### config.mk
export PLATFORM = sky130hd
export DESIGN_NAME = mc_main_controller_ext_flat
export DESIGN_NICKNAME = d
export VERILOG_FILES = /design/src/rtl/mc_main_controller_ext_if.sv /design/src/rtl/mc_main_controller_ext.sv /design/src/flat_wrapper.sv
export SDC_FILE = /design/constraint.sdc
export NUM_CORES = 1
export LEC_CHECK = 0
export ABC_AREA = 0
export CELL_PAD_IN_SITES_DETAIL_PLACEMENT = 0
export CELL_PAD_IN_SITES_GLOBAL_PLACEMENT = 1
export CORE_MARGIN = 1.5
export CORE_UTILIZATION = 34
export DETAILED_ROUTE_END_ITERATION = 8
export GPL_TIMING_DRIVEN = 0
export PLACE_DENSITY_LB_ADDON = 0.1
export SYNTH_ARGS = -nofsm -noshare
export SYNTH_HDL_FRONTEND = slang
export SYNTH_SLANG_ARGS = --single-unit
### constraint.sdc
create_clock -name clock -period 2.3 [get_ports clock]
set_clock_uncertainty 0.15 [all_clocks]
set_input_delay 0.23 -clock clock [delete_from_list [all_inputs] [get_ports clock]]
set_output_delay 0.23 -clock clock [all_outputs]
set_load 0.02 [all_outputs]
### src/rtl/mc_main_controller_ext_if.sv
// rtl/mc_main_controller_ext_if.sv - control bus between the main controller and the multicycle datapath
interface mc_main_controller_ext_if #(
  parameter int CNT_W = 16
);
  logic [5:0]       opcode;
  logic             mem_ready;
  logic [3:0]       state;
  logic             mem_req;
  logic             iord;
  logic             mem_write;
  logic             ir_write;
  logic             pc_write;
  logic             branch;
  logic             branch_ne;
  logic [1:0]       pc_src;
  logic             alu_src_a;
  logic [1:0]       alu_src_b;
  logic [1:0]       alu_op;
  logic             reg_dst;
  logic             mem_to_reg;
  logic             reg_write;
  logic             illegal;
  logic [CNT_W-1:0] retired;

  modport master (
    input  opcode, mem_ready,
    output state, mem_req, iord, mem_write, ir_write, pc_write, branch, branch_ne,
           pc_src, alu_src_a, alu_src_b, alu_op, reg_dst, mem_to_reg, reg_write,
           illegal, retired
  );

  modport slave (
    output opcode, mem_ready,
    input  state, mem_req, iord, mem_write, ir_write, pc_write, branch, branch_ne,
           pc_src, alu_src_a, alu_src_b, alu_op, reg_dst, mem_to_reg, reg_write,
           illegal, retired
  );
endinterface

### src/rtl/mc_main_controller_ext.sv
// rtl/mc_main_controller_ext.sv - multicycle MIPS main controller FSM with direct strobes and retire counter
module mc_main_controller_ext #(
  parameter bit ENABLE_ADDI     = 1'b1,
  parameter bit ENABLE_JUMP     = 1'b1,
  parameter bit ENABLE_BNE      = 1'b1,
  parameter bit TRAP_ON_ILLEGAL = 1'b1,
  parameter int CNT_W           = 16
) (
  input  logic                        clock,
  input  logic                        reset,
  mc_main_controller_ext_if.master    bus
);
  localparam logic [5:0] OP_RTYPE = 6'b000000;
  localparam logic [5:0] OP_LW    = 6'b100011;
  localparam logic [5:0] OP_SW    = 6'b101011;
  localparam logic [5:0] OP_BEQ   = 6'b000100;
  localparam logic [5:0] OP_ADDI  = 6'b001000;
  localparam logic [5:0] OP_J     = 6'b000010;
  localparam logic [5:0] OP_BNE   = 6'b000101;

  typedef enum logic [3:0] {
    S_FETCH   = 4'd0,
    S_DECODE  = 4'd1,
    S_MEMADR  = 4'd2,
    S_MEMRD   = 4'd3,
    S_MEMWB   = 4'd4,
    S_MEMWR   = 4'd5,
    S_EXECUTE = 4'd6,
    S_ALUWB   = 4'd7,
    S_BEQ     = 4'd8,
    S_ADDIEX  = 4'd9,
    S_ADDIWB  = 4'd10,
    S_JEX     = 4'd11,
    S_BNE     = 4'd12,
    S_TRAP    = 4'd13
  } state_t;

  state_t           state_q, state_d;
  logic [CNT_W-1:0] retired_q;
  logic             retire;

  logic       mem_req, iord, mem_write, ir_write, pc_write, branch, branch_ne;
  logic       alu_src_a, reg_dst, mem_to_reg, reg_write, illegal;
  logic [1:0] pc_src, alu_src_b, alu_op;

  always_ff @(posedge clock or posedge reset) begin
    if (reset) begin
      state_q   <= S_FETCH;
      retired_q <= '0;
    end else begin
      state_q <= state_d;
      if (retire)
        retired_q <= retired_q + {{(CNT_W-1){1'b0}}, 1'b1};
    end
  end

  always_comb begin
    state_d    = state_q;
    retire     = 1'b0;
    mem_req    = 1'b0;
    iord       = 1'b0;
    mem_write  = 1'b0;
    ir_write   = 1'b0;
    pc_write   = 1'b0;
    branch     = 1'b0;
    branch_ne  = 1'b0;
    pc_src     = 2'b00;
    alu_src_a  = 1'b0;
    alu_src_b  = 2'b00;
    alu_op     = 2'b00;
    reg_dst    = 1'b0;
    mem_to_reg = 1'b0;
    reg_write  = 1'b0;
    illegal    = 1'b0;
    case (state_q)
      S_FETCH: begin
        // IR and PC only load on the cycle memory actually returns the word
        mem_req   = 1'b1;
        alu_src_b = 2'b01;
        ir_write  = bus.mem_ready;
        pc_write  = bus.mem_ready;
        if (bus.mem_ready)
          state_d = S_DECODE;
      end
      S_DECODE: begin
        alu_src_b = 2'b11;
        if (bus.opcode == OP_LW || bus.opcode == OP_SW)
          state_d = S_MEMADR;
        else if (bus.opcode == OP_RTYPE)
          state_d = S_EXECUTE;
        else if (bus.opcode == OP_BEQ)
          state_d = S_BEQ;
        else if (ENABLE_ADDI && bus.opcode == OP_ADDI)
          state_d = S_ADDIEX;
        else if (ENABLE_JUMP && bus.opcode == OP_J)
          state_d = S_JEX;
        else if (ENABLE_BNE && bus.opcode == OP_BNE)
          state_d = S_BNE;
        else
          state_d = TRAP_ON_ILLEGAL ? S_TRAP : S_FETCH;
      end
      S_MEMADR: begin
        alu_src_a = 1'b1;
        alu_src_b = 2'b10;
        state_d   = (bus.opcode == OP_SW) ? S_MEMWR : S_MEMRD;
      end
      S_MEMRD: begin
        mem_req = 1'b1;
        iord    = 1'b1;
        if (bus.mem_ready)
          state_d = S_MEMWB;
      end
      S_MEMWB: begin
        mem_to_reg = 1'b1;
        reg_write  = 1'b1;
        retire     = 1'b1;
        state_d    = S_FETCH;
      end
      S_MEMWR: begin
        mem_req   = 1'b1;
        iord      = 1'b1;
        mem_write = 1'b1;
        if (bus.mem_ready) begin
          retire  = 1'b1;
          state_d = S_FETCH;
        end
      end
      S_EXECUTE: begin
        alu_src_a = 1'b1;
        alu_op    = 2'b10;
        state_d   = S_ALUWB;
      end
      S_ALUWB: begin
        reg_dst   = 1'b1;
        reg_write = 1'b1;
        retire    = 1'b1;
        state_d   = S_FETCH;
      end
      S_BEQ: begin
        alu_src_a = 1'b1;
        alu_op    = 2'b01;
        pc_src    = 2'b01;
        branch    = 1'b1;
        retire    = 1'b1;
        state_d   = S_FETCH;
      end
      S_ADDIEX: begin
        alu_src_a = 1'b1;
        alu_src_b = 2'b10;
        state_d   = S_ADDIWB;
      end
      S_ADDIWB: begin
        reg_write = 1'b1;
        retire    = 1'b1;
        state_d   = S_FETCH;
      end
      S_JEX: begin
        pc_src   = 2'b10;
        pc_write = 1'b1;
        retire   = 1'b1;
        state_d  = S_FETCH;
      end
      S_BNE: begin
        alu_src_a = 1'b1;
        alu_op    = 2'b01;
        pc_src    = 2'b01;
        branch_ne = 1'b1;
        retire    = 1'b1;
        state_d   = S_FETCH;
      end
      S_TRAP: begin
        illegal = 1'b1;
      end
      default: begin
        state_d = S_FETCH;
      end
    endcase
  end

  assign bus.state      = state_q;
  assign bus.mem_req    = mem_req;
  assign bus.iord       = iord;
  assign bus.mem_write  = mem_write;
  assign bus.ir_write   = ir_write;
  assign bus.pc_write   = pc_write;
  assign bus.branch     = branch;
  assign bus.branch_ne  = branch_ne;
  assign bus.pc_src     = pc_src;
  assign bus.alu_src_a  = alu_src_a;
  assign bus.alu_src_b  = alu_src_b;
  assign bus.alu_op     = alu_op;
  assign bus.reg_dst    = reg_dst;
  assign bus.mem_to_reg = mem_to_reg;
  assign bus.reg_write  = reg_write;
  assign bus.illegal    = illegal;
  assign bus.retired    = retired_q;
endmodule
### src/flat_wrapper.sv
// flat-port wrapper written by rule: the top's interface ports become plain ports
module mc_main_controller_ext_flat 
#(
  parameter bit ENABLE_ADDI     = 1'b1,
  parameter bit ENABLE_JUMP     = 1'b1,
  parameter bit ENABLE_BNE      = 1'b1,
  parameter bit TRAP_ON_ILLEGAL = 1'b1,
  parameter int CNT_W           = 16
)
  (clock, reset, bus_opcode, bus_mem_ready, bus_state, bus_mem_req, bus_iord, bus_mem_write, bus_ir_write, bus_pc_write, bus_branch, bus_branch_ne, bus_pc_src, bus_alu_src_a, bus_alu_src_b, bus_alu_op, bus_reg_dst, bus_mem_to_reg, bus_reg_write, bus_illegal, bus_retired);
  mc_main_controller_ext_if #(.CNT_W(CNT_W)) bus_i ();
  input  logic clock;
  input  logic reset;
  input wire logic [$bits(bus_i.opcode)-1:0] bus_opcode;
  input wire logic [$bits(bus_i.mem_ready)-1:0] bus_mem_ready;
  output wire logic [$bits(bus_i.state)-1:0] bus_state;
  output wire logic [$bits(bus_i.mem_req)-1:0] bus_mem_req;
  output wire logic [$bits(bus_i.iord)-1:0] bus_iord;
  output wire logic [$bits(bus_i.mem_write)-1:0] bus_mem_write;
  output wire logic [$bits(bus_i.ir_write)-1:0] bus_ir_write;
  output wire logic [$bits(bus_i.pc_write)-1:0] bus_pc_write;
  output wire logic [$bits(bus_i.branch)-1:0] bus_branch;
  output wire logic [$bits(bus_i.branch_ne)-1:0] bus_branch_ne;
  output wire logic [$bits(bus_i.pc_src)-1:0] bus_pc_src;
  output wire logic [$bits(bus_i.alu_src_a)-1:0] bus_alu_src_a;
  output wire logic [$bits(bus_i.alu_src_b)-1:0] bus_alu_src_b;
  output wire logic [$bits(bus_i.alu_op)-1:0] bus_alu_op;
  output wire logic [$bits(bus_i.reg_dst)-1:0] bus_reg_dst;
  output wire logic [$bits(bus_i.mem_to_reg)-1:0] bus_mem_to_reg;
  output wire logic [$bits(bus_i.reg_write)-1:0] bus_reg_write;
  output wire logic [$bits(bus_i.illegal)-1:0] bus_illegal;
  output wire logic [$bits(bus_i.retired)-1:0] bus_retired;
  assign bus_i.opcode = bus_opcode;
  assign bus_i.mem_ready = bus_mem_ready;
  assign bus_state = bus_i.state;
  assign bus_mem_req = bus_i.mem_req;
  assign bus_iord = bus_i.iord;
  assign bus_mem_write = bus_i.mem_write;
  assign bus_ir_write = bus_i.ir_write;
  assign bus_pc_write = bus_i.pc_write;
  assign bus_branch = bus_i.branch;
  assign bus_branch_ne = bus_i.branch_ne;
  assign bus_pc_src = bus_i.pc_src;
  assign bus_alu_src_a = bus_i.alu_src_a;
  assign bus_alu_src_b = bus_i.alu_src_b;
  assign bus_alu_op = bus_i.alu_op;
  assign bus_reg_dst = bus_i.reg_dst;
  assign bus_mem_to_reg = bus_i.mem_to_reg;
  assign bus_reg_write = bus_i.reg_write;
  assign bus_illegal = bus_i.illegal;
  assign bus_retired = bus_i.retired;
  mc_main_controller_ext #(.ENABLE_ADDI(ENABLE_ADDI), .ENABLE_JUMP(ENABLE_JUMP), .ENABLE_BNE(ENABLE_BNE), .TRAP_ON_ILLEGAL(TRAP_ON_ILLEGAL), .CNT_W(CNT_W)) u_core (.clock(clock), .reset(reset), .bus(bus_i));
endmodule
Word-level counts from Yosys, hierarchy flattened
Index checks and enable logic that the tools add are counted.
- $add $sub $neg: 1
- $mul: 0
- div/mod/pow operators: 0
- magnitude comparators: 0
- eq/ne operators: 22
- shift-type cells: 0
- muxes and demuxes: 28
- bitwise gates (word level): 1
- reduce and logical (&&, ||, !) cells: 11
- operator list (kind ; count):
    4-bit two-way mux ; 8
    4-bit one-hot mux with 8 select lines ; 1
    4-bit equality test, second input constant ; 6
    16-bit by 1-bit adder with 16-bit output, second input constant ; 1
    4-bit by 3-bit equality test with 1-bit output, second input constant ; 4
    1-bit two-way mux ; 13
    6-bit by 3-bit equality test with 1-bit output, second input constant ; 2
    6-bit equality test, second input constant ; 2
    4-bit by 2-bit equality test with 1-bit output, second input constant ; 2
    2-bit one-hot mux with 2 select lines ; 2
    6-bit by 2-bit equality test with 1-bit output, second input constant ; 1
    6-bit by 4-bit equality test with 1-bit output, second input constant ; 1
    6-bit logical NOT ; 1
    2-bit != test, second input constant ; 3
    2-bit one-hot mux with 3 select lines ; 1
    2-bit OR reduction ; 3
    3-bit OR reduction ; 2
    6-bit OR reduction ; 1
    5-bit OR reduction ; 1
    4-bit by 1-bit equality test with 1-bit output, second input constant ; 1
    4-bit logical NOT ; 1
    1-bit one-hot mux with 2 select lines ; 2
    4-bit AND reduction ; 1
    3-bit two-way mux ; 1
    2 further kinds ; 2
- register bits after elaboration: 20
- bits in latches: 0
- RAM bits: 0
- ROM bits: 0
- input bits: 9
- output and inout bits: 38
- logic and storage cells: 65
- memories: 0

Depth between registers and ports, before layout
- depth in word-level cells: 8
- mapped depth: 7
- depth with buffers taken out: 4

Worst setup path before layout
Ideal clock, no wire load.
- kind: register -> output
- from: reg u_core.state_q[2], in the netlist u_core.bus.state[2]
- to: out bus_pc_write
- arrival: 1.524 ns
- required time: 1.920 ns
- slack: 0.396 ns
- cell stages (with the launch flop): 5
- path buffers: 1
- cells stage by stage: dfrtp_1 -> clkbuf_1 -> nor2_1 -> and3_1 -> or2_2
- cells in the longest elaborated chain, start to end: 2
- elaborated cells between the ends (all ways): 3
- those cells by class: eq/ne (1); mux (1); reduce/logical (1)
- ends and longest elaborated chain (item ; RTL line ; RTL):
    start, declared ; mc_main_controller_ext.sv:38 ; state_t state_q, state_d;
    start signal, assigned ; mc_main_controller_ext.sv:51 ; state_q <= state_d;
    4-bit equality test / 4-bit logical NOT (equally long branches) ; mc_main_controller_ext.sv:75 ; case (state_q)
    1-bit one-hot mux with 2 select lines * ; mc_main_controller_ext.sv:75 ;
    end, declared ; flat_wrapper.sv:21 ; output wire logic [$bits(bus_i.pc_write)-1:0] bus_pc_write;
Mark *: on every way between the ends. The rest lies on a longest branch, timed or not.

Worst setup path in the final report
- from: reg u_core.state_q[1], in the netlist u_core.bus.state[1]
- to: out bus_illegal
- cells in the longest elaborated chain, start to end: 2
- ends and longest elaborated chain (item ; RTL line ; RTL):
    4-bit equality test ; mc_main_controller_ext.sv:75 ;
    1-bit two-way mux ; mc_main_controller_ext.sv:75 ;
    end, declared ; flat_wrapper.sv:31 ; output wire logic [$bits(bus_i.illegal)-1:0] bus_illegal;
No other way between the ends.

==> reports/metrics.yaml <==
global_routing:
  grt_max_degree: 21
  first_global_vias: 1356
  grtUsageTotal_pct: 16.7
  antenna_found_initial: 0
  global_route.overflow_total: 0
  grt_first_pass_wirelength_mm: 6.62
yosys:
  synth.cell_area_sq_um: 1490
  synthDistinctLibCells: 44
  mappedNetlistNets: 166
  synth_warnings: 0
  syn-instance-count: 156
  synth_enable_flop_cells: 0
  post_synth_xor_area_fraction_pct: 10.0
  seq_area_frac_synth_pct: 33.6
  syn-mean-instance-area_sq_um: 9.54
  synth_area_in_simple_gates_pct: 35.3
  ffs_latches_synth: 20
  yosys-mux-area-fraction_pct: 2.27
  ys_async_sr_fraction_pct: 100
  top_ff_cell_synth: "sky130_fd_sc_hd__dfrtp_1"
  synth_top_family_by_area: "simple AND/OR/NAND/NOR gates"
  synth_compound_area_share_pct: 11.7
  adder_and_majority_gate_portion_of_the_synthesized_area_pct: 0.840
sta:
  holdWs_ns: 0.255
  max_slew_margin_pct: 48.1
  final_hold_viol_count: 0
  setup_total_negative_slack_ns: 0
  timing.final.crit_share_pct: 97.1
  timing.final.crit_period_ns: 2.23
  timing.final.max_slew_violations: 0
  worst-slew-pin-transition_ns: 0.778
  final_setup_violation_count: 0
  fmax_mhz: 448
  setup_ws_ns: 0.0673
die:
  die_width_microns: 69.2
  initial_core_util_pct: 36.2
  area_of_the_core_region_sq_um: 4120
  die_area_sq_um: 4790
  num_rows: 23
  die_height_microns: 69.2
  floorplan.io_pins: 47
clock_tree:
  ctsRootBufferMaster: "sky130_fd_sc_hd__clkbuf_8"
  worstSkewPairLatency_ns: 0.26
  clk_pin_slew_worst_paths_ns: 0.08
  clk_path_buf_depth: 2
  tritoncts.num_buffers: 3
  tritoncts: "built"
  htree_levels: 1
  num_clock_sinks: 20
critical_path:
  crit_path_max_incr_delay_ns: 0.63
  worstPathMaxFanout: 9
  setup_crit_end_kind: "output port"
  timing.critical_path.buf_inv: 3
  worst-endpoint-arrival_ns: 1.85
  worstSetupPathType: "flip-flop to output port"
  critical_path.top_delay_family: "buffers and inverters"
  ordered_list_of_cells_on_the_worst_path: "buf_6, nand2b_4, buf_12, nor3_1, clkdlybuf4s50_1"
  cp-start-kind: "flip-flop"
  timing.critical_path.slowest_stage_cell: "sky130_fd_sc_hd__clkdlybuf4s50_1"
  worst-endpoint-required_ns: 1.92
final_layout:
  diodes: 0
  nets: 220
  final_core_utilization_pct: 51.8
  post_layout_nonfiller_instances: 259
  syn_to_final_growth_pct: 43.3
  proportion_of_layout_cells_with_a_drive_suffix_above_1_pct: 19.6
  leading_cell_type_in_the_layout_fill_and_taps_excluded: "sky130_fd_sc_hd__clkdlybuf4s50_1"
  final_area_sq_um: 2130
  layout_common_cells: "sky130_fd_sc_hd__clkdlybuf4s50_1, sky130_fd_sc_hd__dfrtp_1, sky130_fd_sc_hd__xor2_1, sky130_fd_sc_hd__nor2_1, sky130_fd_sc_hd__nand2_1"
power:
  leakage_nw: 0.938
  cellPowerDensity_nw_per_um2: 1260
  max_rail_drop_vdd_v: 0.000621
  finalPower_mw: 2.69
placed_design:
  pre_cts_ws_ns: -0.0491
  place_hpwl_mm: 2.80
  gp_routability_congestion: 0.828
  dp.cells: 252
  placement.cell_area_sq_um: 2010
  numPortBuffers: 46
routing:
  wire_per_inst_microns: 14.8
  drt_wl_total_mm: 3.84
  drt-vias-per-instance: 5.32
  drt-initial-drc-count: 66
  route.detailed.drc: 0
  final_antenna_net_count: 0
  first_pass_iters: 4
  dr_total_vias: 1377
flow_run:
  max_cap_violations: 0
run_status:
  status: "finished, final reports clean"
min_path:
  worstHoldPathType: "input port to async pin"
-- synthesized netlist by cell type, drive strengths merged, types with 2 or more instances --
master | count | area [sq um]
inv | 5 | 18.8
nand2 | 11 | 41.3
o211ai | 2 | 15.0
nor4 | 12 | 138
buf | 7 | 63.8
nor3 | 11 | 60.1
nor2 | 15 | 63.8
o21ai | 8 | 43.8
a21oi | 4 | 31.3
nand4 | 2 | 12.5
and4 | 3 | 26.3
clkbuf | 3 | 11.3
nand3 | 8 | 40.0
nor2b | 3 | 18.8
nand2b | 3 | 26.3
dfrtp | 20 | 500
nor4b | 4 | 53.8
xor2 | 17 | 149
and3 | 4 | 25.0
-- path summary, 6_finish.rpt --
check,from,to,slack [ns],depth (start not counted)
max,u_core.bus.state[1],bus_illegal,0.07,5
min,reset,u_core.bus.state[0],0.26,2
max reg2reg,u_core.bus.state[3],u_core.bus.retired[1],0.35,6
min reg2reg,u_core.bus.retired[15],u_core.bus.retired[15],0.32,1
max in group asynchronous,reset,u_core.bus.state[2],1.20,2
min in group clock,u_core.bus.retired[15],u_core.bus.retired[15],0.32,1
-- final cells by class --
class | count | area, sq um
inverter | 5 | 22.5
sequential | 20 | 503
multi-input combinational | 121 | 897
tap | 50 | 62.6
timing repair buffer | 49 | 493
fill | 411 | 1980
clock buffer | 3 | 41.3
clock inverter | 1 | 30.0
buffer | 10 | 83.8
-- repair_timing --
action,4_1_cts,5_1_grt
gates resized for setup,14,8
hold buffers,0,0
endpoints found under the setup margin,15,8
buffers inserted,3,0
-- cells by family after synthesis --
| kind of cell | Yosys count |
|---|---|
| AOI/OAI and AO/OA | 22 |
| DFF | 20 |
| and+or+nand+nor | 79 |
| xor gates and xnor gates | 17 |
| muxes | 2 |
| adders and majority gates | 1 |
| buffers and inverters | 15 |
-- sequential cells by signal (all words and copies together), names as in the netlist --
register / flops
u_core.bus.retired: 16
u_core.bus.state: 4
-- routing by layer --
| metal | up-vias | track usage [%] | wire length (microns) |
|---|---|---|---|
| met2 | 58 | 26.0 | 1780 |
| met1 | 643 | 23.3 | 1770 |
| met5 | - | 0 | 0 |
| met3 | 4 | 4.36 | 266 |
| met4 | 0 | 3.49 | 31 |
| li1 | 672 | - | - |
-- report_power, final --
part / switching (mW) / leakage (nW) / internal (mW) / total (mW)
sequential: 0.142 / 0.238 / 0.464 / 0.605
combinational: 0.971 / 0.664 / 0.760 / 1.73
clock: 0.125 / 0.0357 / 0.232 / 0.357
total: 1.24 / 0.938 / 1.46 / 2.69
Power figures use the tool's default switching activity.
